[config.mk]
export PLATFORM = sky130hd
export DESIGN_NAME = wr_port_arbiter8
export DESIGN_NICKNAME = d
export VERILOG_FILES = /design/src/rtl/wr_port_arbiter8.sv
export SDC_FILE = /design/constraint.sdc
export NUM_CORES = 1
export LEC_CHECK = 0
export ABC_AREA = 1
export CORE_ASPECT_RATIO = 0.5
export CORE_MARGIN = 1
export CORE_UTILIZATION = 30
export DETAILED_ROUTE_END_ITERATION = 16
export PLACE_DENSITY_LB_ADDON = 0.15
export SLEW_MARGIN = 25
export SYNTH_ARGS = -nofsm -noshare
export SYNTH_HDL_FRONTEND = slang
export SYNTH_SLANG_ARGS = --single-unit
export TNS_END_PERCENT = 20
[constraint.sdc]
create_clock -name clk -period 3.2 [get_ports clk]
set_input_delay 0.64 -clock clk [delete_from_list [all_inputs] [get_ports clk]]
set_output_delay 0.64 -clock clk [all_outputs]
set_load 0.02 [all_outputs]
[src/rtl/wr_port_arbiter8.sv]
// Round-robin owner arbitration for one shared register-file write port among 8 requesters.
// One dead cycle separates owners, and a hold limit forcibly revokes long grants.
module wr_port_arbiter8 #(
   parameter int unsigned MAX_HOLD = 4,
   parameter int unsigned CNT_W    = 4
) (
   input  logic       clk,
   input  logic       reset,
   input  logic [7:0] req,
   input  logic [7:0] done,
   output logic [2:0] grant_idx,
   output logic       grant_en,
   output logic [7:0] grant_oh,
   output logic       timeout
);

   localparam int unsigned N  = 8;
   localparam int unsigned IW = 3;

   typedef enum logic {IDLE, GRANTED} state_t;

   state_t            state;
   logic [IW-1:0]     last;
   logic [CNT_W-1:0]  hold_cnt;
   logic [IW-1:0]     pick_idx;

   // First requester after last, wrapping; the scan ends at last so it has the lowest priority.
   function automatic logic [IW-1:0] pick_next(input logic [N-1:0] r, input logic [IW-1:0] l);
      logic [IW-1:0] cand;
      logic [IW-1:0] sel;
      logic          found;
      sel   = l;
      found = 1'b0;
      for (int k = 1; k <= int'(N); k++) begin
         cand = l + IW'(k);
         if (!found && r[cand]) begin
            sel   = cand;
            found = 1'b1;
         end
      end
      return sel;
   endfunction

   assign pick_idx = pick_next(req, last);

   always_ff @(posedge clk or negedge reset) begin
      if (!reset) begin
         state     <= IDLE;
         grant_idx <= '0;
         grant_en  <= 1'b0;
         grant_oh  <= '0;
         timeout   <= 1'b0;
         hold_cnt  <= '0;
         last      <= IW'(N - 1);
      end else begin
         timeout <= 1'b0;
         case (state)
            IDLE: begin
               grant_en <= 1'b0;
               grant_oh <= '0;
               if (|req) begin
                  grant_idx <= pick_idx;
                  grant_en  <= 1'b1;
                  grant_oh  <= N'(1) << pick_idx;
                  last      <= pick_idx;
                  hold_cnt  <= CNT_W'(1);
                  state     <= GRANTED;
               end
            end
            GRANTED: begin
               // Release wins over timeout when both land on the same edge.
               if (done[grant_idx] || !req[grant_idx]) begin
                  grant_en <= 1'b0;
                  grant_oh <= '0;
                  state    <= IDLE;
               end else if (hold_cnt == CNT_W'(MAX_HOLD)) begin
                  grant_en <= 1'b0;
                  grant_oh <= '0;
                  timeout  <= 1'b1;
                  state    <= IDLE;
               end else begin
                  hold_cnt <= hold_cnt + CNT_W'(1);
               end
            end
            default: state <= IDLE;
         endcase
      end
   end

   a_onehot: assert property (@(posedge clk) disable iff (!reset) $onehot0(grant_oh));
   a_oh_match: assert property (@(posedge clk) disable iff (!reset)
      grant_oh == (grant_en ? (N'(1) << grant_idx) : N'(0)));
   a_timeout_fall: assert property (@(posedge clk) disable iff (!reset)
      timeout |-> $fell(grant_en));

endmodule

---- Word level (Yosys, flattened, before mapping) ----
Cells that the tools add are included.
word-level totals
  bits in registers ....................... 21
  input bits .............................. 18
  logic and storage cells ................. 103
operators by class
  $add $sub $neg .......................... 8
  $lt $le $gt $ge ......................... 9
  equal/unequal tests ..................... 5
  shift operators ......................... 1
  mux-type cells .......................... 53
  bitwise operators ....................... 1
  reductions and logical operators ........ 19
operators by type and width
  operator                                                     number
  less-than comparator 3 x 4 -> 1 bit (second input constant)  9
  binary-select mux 1 bit (select 3 bit)                       10
  two-way mux 1 bit                                            25
  two-way mux 3 bit                                            8
  two-way mux 8 bit                                            3
  one-hot mux 8 bit (2 select lines)                           1
  adder 3 bit (second input constant)                          4
  two-way mux 4 bit                                            3
  zero test 1 bit                                              8
  one-hot mux 4 bit (2 select lines)                           1
  OR reduction 8 bit                                           1
  << shifter 1 x 3 -> 8 bit (first input constant)             1
  logical AND 1 bit                                            7
  adder 3 x 2 -> 3 bit (second input constant)                 2
  inequality test 2 bit (second input constant)                3
  adder 4 x 1 -> 4 bit (second input constant)                 1
  == test 4 x 3 -> 1 bit (second input constant)               1
  one-hot mux 1 bit (2 select lines)                           2
  adder 3 x 1 -> 3 bit (second input constant)                 1
  inequality test 3 x 1 -> 1 bit (second input constant)       1
  AND reduction 3 bit                                          1
  AND reduction 2 bit                                          1
  logical OR 1 bit                                             1
  NOT 1 bit                                                    1

---- Logic depth before layout (Yosys ltp) ----
Gate-level depths: netlist of run 1.
  depth in word-level cells ............... 28
  gate-level depth with buffers ........... 19
  gate-level depth less buffers ........... 18

---- Worst setup path after synthesis of run 1 ----
Ideal clock, no wire load.
  path type ............................... register -> register
  start ................................... reg last[1]
  end ..................................... reg grant_idx[1]
  setup time .............................. 0.126 ns
  data arrival time ....................... 2.340 ns
  data required time ...................... 3.074 ns
  slack ................................... 0.734 ns
  stages on the path, launching flop included .. 18
  clock period less this slack ............ 2.466 ns
  cell sequence ........................... dfstp_2 buf_2 inv_2 ha_1 inv_2 nand3_1 nand3_2 nand2_2 inv_2 nand3_2 nor2_4 nand4_2 nand2_1 inv_2 nand2_4 nand2_4 nand2_1 o21ai_0
on the way
  word-level cells in the longest chain between the ends .. 25
  elaborated cells between the ends (all ways) .. 52
  those cells by class .................... add/sub: 7; mux: 31; reduce/logical: 14
RTL lines
  item                                     RTL line  RTL
  start, declared                          23        logic [IW-1:0] last;
  start signal, assigned                   54        last <= IW'(N - 1);
  start signal, assigned                   65        last <= pick_idx;
  adder 3 x 1 -> 3 bit                     35        cand = l + IW'(k);
  binary-select mux 1 bit (select 3 bit)   36        if (!found && r[cand]) begin
  two-way mux 1 bit (implied by the code)  36
  two-way mux 1 bit                        36
  zero test 1 bit                          36
  logical AND 1 bit                        36
  two-way mux 1 bit                        36
  zero test 1 bit                          36
  [... 9 more ...]                         --
  logical AND 1 bit                        36
  two-way mux 1 bit                        36
  zero test 1 bit                          36
  logical AND 1 bit                        36
  two-way mux 1 bit                        36
  zero test 1 bit                          36
  logical AND 1 bit                        36
  two-way mux 3 bit (*)                    36
  end signal, assigned                     62        grant_idx <= pick_idx;
  end, declared                            11        output logic [2:0] grant_idx,
Every way passes the cells marked *; elsewhere a longest branch is shown, timed or not. The select of a mux whose other input is x is not followed.
A chain may end at the register's enable or synchronous reset.

---- Worst setup path after layout of run 1 ----
  start ................................... reg last[1]
  end ..................................... reg grant_oh[5]
on the way
  word-level cells in the longest chain between the ends .. 28
  elaborated cells between the ends (all ways) .. 55
  those cells by class .................... add/sub: 7; shift: 1; mux: 33; reduce/logical: 14
RTL lines
  item                                     RTL line  RTL
  adder 3 x 1 -> 3 bit                     35
  binary-select mux 1 bit (select 3 bit)   36
  two-way mux 1 bit (implied by the code)  36
  two-way mux 1 bit                        36
  zero test 1 bit                          36
  logical AND 1 bit                        36
  two-way mux 1 bit                        36
  zero test 1 bit                          36
  [... 12 more ...]                        --
  logical AND 1 bit                        36
  two-way mux 1 bit                        36
  zero test 1 bit                          36
  logical AND 1 bit                        36
  two-way mux 3 bit (*)                    36
  << shifter 1 x 3 -> 8 bit (*)            64        grant_oh <= N'(1) << pick_idx;
  two-way mux 8 bit (*)                    61        if (|req) begin
  one-hot mux 8 bit (2 select lines) (*)   57        case (state)
  end signal, assigned                     64
  end, declared                            13        output logic [7:0] grant_oh,
Marks and branches as above.

==> impl_metrics.env, run 1 <==
export IMPL_final_hold_violation_count=0
export IMPL_io_pins=31
export IMPL_fillers=610
export IMPL_cp_end_kind="flip-flop"
export IMPL_ys_seq_elements=21
export IMPL_ctsHoldBuffers=0
export IMPL_post_route_util=0.406
export IMPL_synth_xor_area_frac=0.0247
export IMPL_start_util=0.323
export IMPL_grt_ovfl_total=0
export IMPL_vias_per_cell=4.82
export IMPL_drv_cap=0
export IMPL_clockBufferDepth=2
export IMPL_post_cts_resized=0
export IMPL_drt_iter0_drc=91
export IMPL_first_pass_iters=4
export IMPL_grt_use_total=0.161
export IMPL_synth_mux_area_frac=0
export IMPL_fin_skew_ns=0.00376
export IMPL_ys_seq_area_frac=0.290
export IMPL_arrival_ns=2.84
export IMPL_nets=322
export IMPL_final_cell_mix="nand2_1, nand3_1, clkdlybuf4s50_1"
export IMPL_period_share=0.831
export IMPL_reg2reg_from="last[1]"
export IMPL_synthAdderAreaFrac=0.0274
export IMPL_core_area_um2=5660
export IMPL_dieHeight_um=57.2
export IMPL_htree_num_levels=1
export IMPL_path_cells="inv_2, ha_1, inv_2, nand3_1, nand3_2, nand2_2, nor2_8, nand4_1, nand3_1, nand3_1, nand2_1, nand3_1, o21ai_1"
export IMPL_drc=0
export IMPL_clock_tree_root_cell="clkbuf_16"
export IMPL_antenna_found_initial=0
export IMPL_r2r_end="grant_oh[5]"
export IMPL_drive_gt1_frac=0.191
export IMPL_avgSynthCellArea_um2=6.89
export IMPL_hpwl_um=3780
export IMPL_top_layer_used="met4"
export IMPL_clk_latency_ns=0.25
export IMPL_fin_setup_tns_ns=0
export IMPL_numCtsBuffers=3
export IMPL_clk_pin_slew_worst_paths_ns=0.06
export IMPL_synth_compound_area_frac=0.0884
export IMPL_synth_simple_area_share=0.485
export IMPL_critPathLaunchType="flip-flop"
export IMPL_worst_slew_pin_slew_ns=0.460
export IMPL_tritoncts="yes"
export IMPL_diodes=0
export IMPL_grt_pass1_vias=1689
export IMPL_routed_wl_met3_um=236
export IMPL_met2_length_um=2070
export IMPL_status="finished, final reports clean"
export IMPL_synthDistinctLibCells=35
export IMPL_rsz0062_at_grt="no"
export IMPL_finalSetupViolations=0
export IMPL_worstSetupPathType="flip-flop to flip-flop"
export IMPL_die_area_um2=6420
export IMPL_final_max_slew_viol_count=0
export IMPL_fmax_ghz=0.376
export IMPL_slowest_stage="dfstp_2"
export IMPL_syn_area_um2=1830
export IMPL_cts_num_sinks=21
export IMPL_path_max_fanout=7
export IMPL_post_cts_setup_buffers=0
export IMPL_fin_crit_ns=2.66
export IMPL_yosys_warnings=0
export IMPL_synth_top_cell_area_share=0.247
export IMPL_drt_wl_total_um=4680
export IMPL_synthCells=265
export IMPL_io_buffers=30
export IMPL_max_stage_delay_ns=0.53
export IMPL_ant_nets=0
export IMPL_wire_per_inst_um=12.6
export IMPL_layout_commonest_cell="nand2_1"
export IMPL_cp_data_required_time_ns=3.38
export IMPL_relSlewSlack=0.693
export IMPL_via_count=1794
export IMPL_grt_max_degree=22
export IMPL_synth_area_top_cells="dfrtp_1, nand2_1, nand3_1, dfstp_2, inv_1"
export IMPL_crit_path_frequent_cell="nand3_1"
export IMPL_grt_pass1_wl_um=8190
export IMPL_fp_dieW_um=112
export IMPL_routabilityCongestion=0.833
export IMPL_wl_met1_um=2340
export IMPL_rr_worst_depth=13
export IMPL_yosysTopAreaCell="dfrtp_1"
export IMPL_r2r_slack_ns=0.54
export IMPL_hold_path_class="input pin to asynchronous set/reset pin"
export IMPL_syn_nets=287
export IMPL_area_growth_synth_to_final_pct=25.7
export IMPL_synth_top_family_by_area="simple AND/OR/NAND/NOR gates"
export IMPL_rows=19
[area by class of cell]
cell class	count	area, µm²	share of cell area
inverters	32	120	0.0523
flip-flops and latches	21	529	0.231
clock buffers	3	75.1	0.0327
clock inverters	1	5.00	0.00218
repair buffers	35	333	0.145
well taps	73	91.3	0.0398
multi-input cells	207	1140	0.497
[cells by family after synthesis]
group	count (synthesis)
flip-flops	21
AO/OA/AOI/OAI	25
XOR/XNOR	3
buffers and inverters	37
AND/OR/NAND/NOR	175
adder cells (fa/ha/maj)	4
[synth_stat cells, drive strengths merged]
cell / instances
xor2: 1
or4: 2
inv: 32
o21bai: 1
buf: 4
a21oi: 4
ha: 4
o311ai: 1
o21ai: 16
clkbuf: 1
nand3: 44
xnor2: 2
nand4: 5
dfrtp: 18
dfstp: 3
o221ai: 3
nand3b: 1
nor3: 1
nor2: 14
nand2: 108
[registers in the layout (all words and copies together) (netlist names)]
| signal | cells |
|---|---|
| state | 1 |
| last | 3 |
| hold_cnt | 4 |
| grant_idx | 3 |
| grant_en | 1 |
| timeout | 1 |
| grant_oh | 8 |
[stage by stage]
stage,cell area (µm²),instances,hold slack (ns),setup slack [ns]
after floorplan,1830,265,0.344,0.734
after global placement,2220,368,0.466,0.491
after detailed placement,2220,368,0.464,0.433
after CTS,2300,372,0.485,0.548
after global routing,2290,372,0.371,0.329
final,2290,372,0.333,0.542
[metal layers]
metal	up-vias	global-route usage
li1	931	-
met4	0	0.0552
met5	-	0
met1	818	0.239
met2	43	0.248
met3	2	0.0159
[worst max path at each step]
stage,from,to,slack [ns],cells past startpoint
3_5_place_dp,req[5],hold_cnt[2],0.43,10
6_report,last[1],grant_oh[5],0.54,13
4_1_cts,last[1],grant_oh[2],0.55,15
2_1_floorplan,last[1],grant_idx[1],0.73,17
3_3_place_gp,req[5],hold_cnt[2],0.49,10
5_1_grt,last[1],grant_oh[2],0.33,15
[worst max-delay path, delay by kind of cell, from the launching register on]
family,cells,cell delay [ns]
and+or+nand+nor,9,1.27
DFF,1,0.53
adders and majority gates,1,0.40
buffers and inverters,2,0.26
AOI/OAI and AO/OA,1,0.12
Power of run 1 is not shown: default switching activity piles up to over one toggle a cycle in this logic, so the estimate is an artifact.
==> run 2, diff against run 1 <==
- clock period: 3.2 -> 2.45 ns (I/O delays scaled with it)
==> run 2 against run 1 <==
  * Die area did not move
  * Critical path type unchanged
  * First-iteration DRC count decreased by 18%
  * Largest cell class unchanged
  * Setup slack got worse by 0.44 ns
  * Hold slack better by 0.15 ns
  * Routed wire length increased by 7.4%
  * Global-route usage about the same
  * Final cell count is 6.7% higher
  * Register-to-register slack lost 0.44 ns
  * Sequential share of layout area decreased by 2.4 points
==> impl_metrics.env, run 2 (synthesis results as in run 1) <==
export IMPL_clk_latency_ns=0.25
export IMPL_first_pass_iters=4
export IMPL_drc=0
export IMPL_reg2reg_from="last[1]"
export IMPL_layout_commonest_cell="nand2_1"
export IMPL_rr_worst_depth=17
export IMPL_grt_max_degree=13
export IMPL_hold_depth=2
export IMPL_slowest_stage="dfstp_2"
export IMPL_largest_register="grant_oh"
export IMPL_max_stage_delay_ns=0.56
export IMPL_via_count=1905
export IMPL_ant_nets=0
export IMPL_crit_start="last[1]"
export IMPL_clock_tree_root_cell="clkbuf_16"
export IMPL_final_cell_mix="nand2_1, nand3_1, clkdlybuf4s50_1, buf_4, inv_1"
export IMPL_status="finished, final reports clean"
export IMPL_fmax_ghz=0.427
export IMPL_fin_crit_ns=2.34
export IMPL_drv_cap=0
export IMPL_rsz0062_at_grt="yes"
export IMPL_min_to="grant_oh[5]"
export IMPL_grt_ovfl_total=0
export IMPL_tritoncts="yes"
export IMPL_io_buffers=30
export IMPL_htree_num_levels=1
export IMPL_cp_data_required_time_ns=2.59
export IMPL_rows=19
export IMPL_grt_pass1_vias=1787
export IMPL_final_max_slew_viol_count=0
export IMPL_cts_num_sinks=21
export IMPL_diodes=0
export IMPL_crit_path_frequent_cell="nand2_1"
export IMPL_nets=347
export IMPL_top_regs="grant_oh x8, hold_cnt x4"
export IMPL_critPathLaunchType="flip-flop"
export IMPL_fin_skew_ns=0.00393
export IMPL_r2r_slack_ns=0.11
export IMPL_worstSetupPathType="flip-flop to flip-flop"
export IMPL_relSlewSlack=0.655
export IMPL_clockBufferDepth=2
export IMPL_path_max_fanout=7
export IMPL_cp_end_kind="flip-flop"
export IMPL_die_area_um2=6420
export IMPL_antenna_found_initial=0
export IMPL_period_share=0.957
export IMPL_final_hold_violation_count=0
export IMPL_grt_pass1_wl_um=8360
export IMPL_drt_iter0_drc=75
export IMPL_finalSetupViolations=0
export IMPL_largest_reg_flops=8
export IMPL_drt_wl_total_um=5030
export IMPL_clk_pin_slew_worst_paths_ns=0.06
export IMPL_start_util=0.323
export IMPL_hpwl_um=4130
export IMPL_path_cells="inv_2, ha_4, inv_4, nand3_1, nand2_1, nand2_1, nand2_4, inv_2, nand4_1, nor2_1, nor2_2, nand2_2, nand2_4, nand2_4, nor2_2, nand2_1, nand2_1"
export IMPL_wire_per_inst_um=12.7
export IMPL_numCtsBuffers=3
export IMPL_routabilityCongestion=0.838
export IMPL_post_dp_cell_area_um2=2420
export IMPL_core_area_um2=5660
export IMPL_fp_dieW_um=112
export IMPL_area_growth_synth_to_final_pct=40.3
export IMPL_vias_per_cell=4.80
export IMPL_io_pins=31
export IMPL_hold_path_class="flip-flop to flip-flop"
export IMPL_fin_area_um2=2560
export IMPL_hold_start="grant_oh[5]"
export IMPL_arrival_ns=2.48
export IMPL_worst_slew_pin_slew_ns=0.516
export IMPL_r2r_end="grant_oh[1]"
export IMPL_dieHeight_um=57.2
export IMPL_ctsHoldBuffers=0
export IMPL_grt_use_total=0.162
export IMPL_drive_gt1_frac=0.281
run 2: metrics by stage:
| step | instances | TNS (ns) | worst slack, ns | util | hold slack (ns) |
|---|---|---|---|---|---|
| after floorplan | 265 | 0 | 0.114 | - | 0.194 |
| after global placement | 393 | -0.254 | -0.0435 | 0.428 | 0.456 |
| after detailed placement | 393 | -0.487 | -0.0700 | 0.428 | 0.466 |
| after CTS | 397 | 0 | 0.0374 | 0.442 | 0.489 |
| after global routing | 397 | -0.0383 | -0.0169 | 0.453 | 0.497 |
| final | 397 | 0 | 0.106 | 0.453 | 0.479 |
run 2: repair_timing:
action                                  in CTS  in global routing
buffers inserted                             0                  0
gates resized for setup                      0                 15
endpoints found under the setup margin       0                 14
run 2: critical path: cells and delay by family (launching register included):
| kind | cells | cell delay (ns) |
|---|---|---|
| buf+inv | 3 | 0.19 |
| flops | 1 | 0.56 |
| simple gates | 13 | 1.17 |
| fa+ha+maj | 1 | 0.32 |
run 2: metal layers:
metal	global-route usage	vias to the layer above	wire length, µm	share of wire
met4	0.0171	0	0	0
met5	0	-	0	0
met1	0.238	886	2620	0.52
li1	-	978	-	-
met3	0.0191	0	180	0.036
met2	0.266	41	2230	0.44
run 2: worst max path at each step:
| stage | to | cells past startpoint |
|---|---|---|
| 2_1_floorplan | grant_idx[1] | 17 |
| 3_3_place_gp | grant_oh[5] | 14 |
| 3_5_place_dp | grant_oh[7] | 14 |
| 4_1_cts | grant_oh[7] | 15 |
| 5_1_grt | grant_oh[0] | 14 |
| 6_report | grant_oh[1] | 17 |
run 2: layout make-up:
type,instances,area [µm²]
multi-input cells,207,1210
well taps,73,91.3
repair buffers,60,526
clock inverters,1,5.00
clock buffers,3,75.1
flip-flops and latches,21,529
inverters,32,123
fillers,571,3100
Power of run 2 is left out for the same reason.
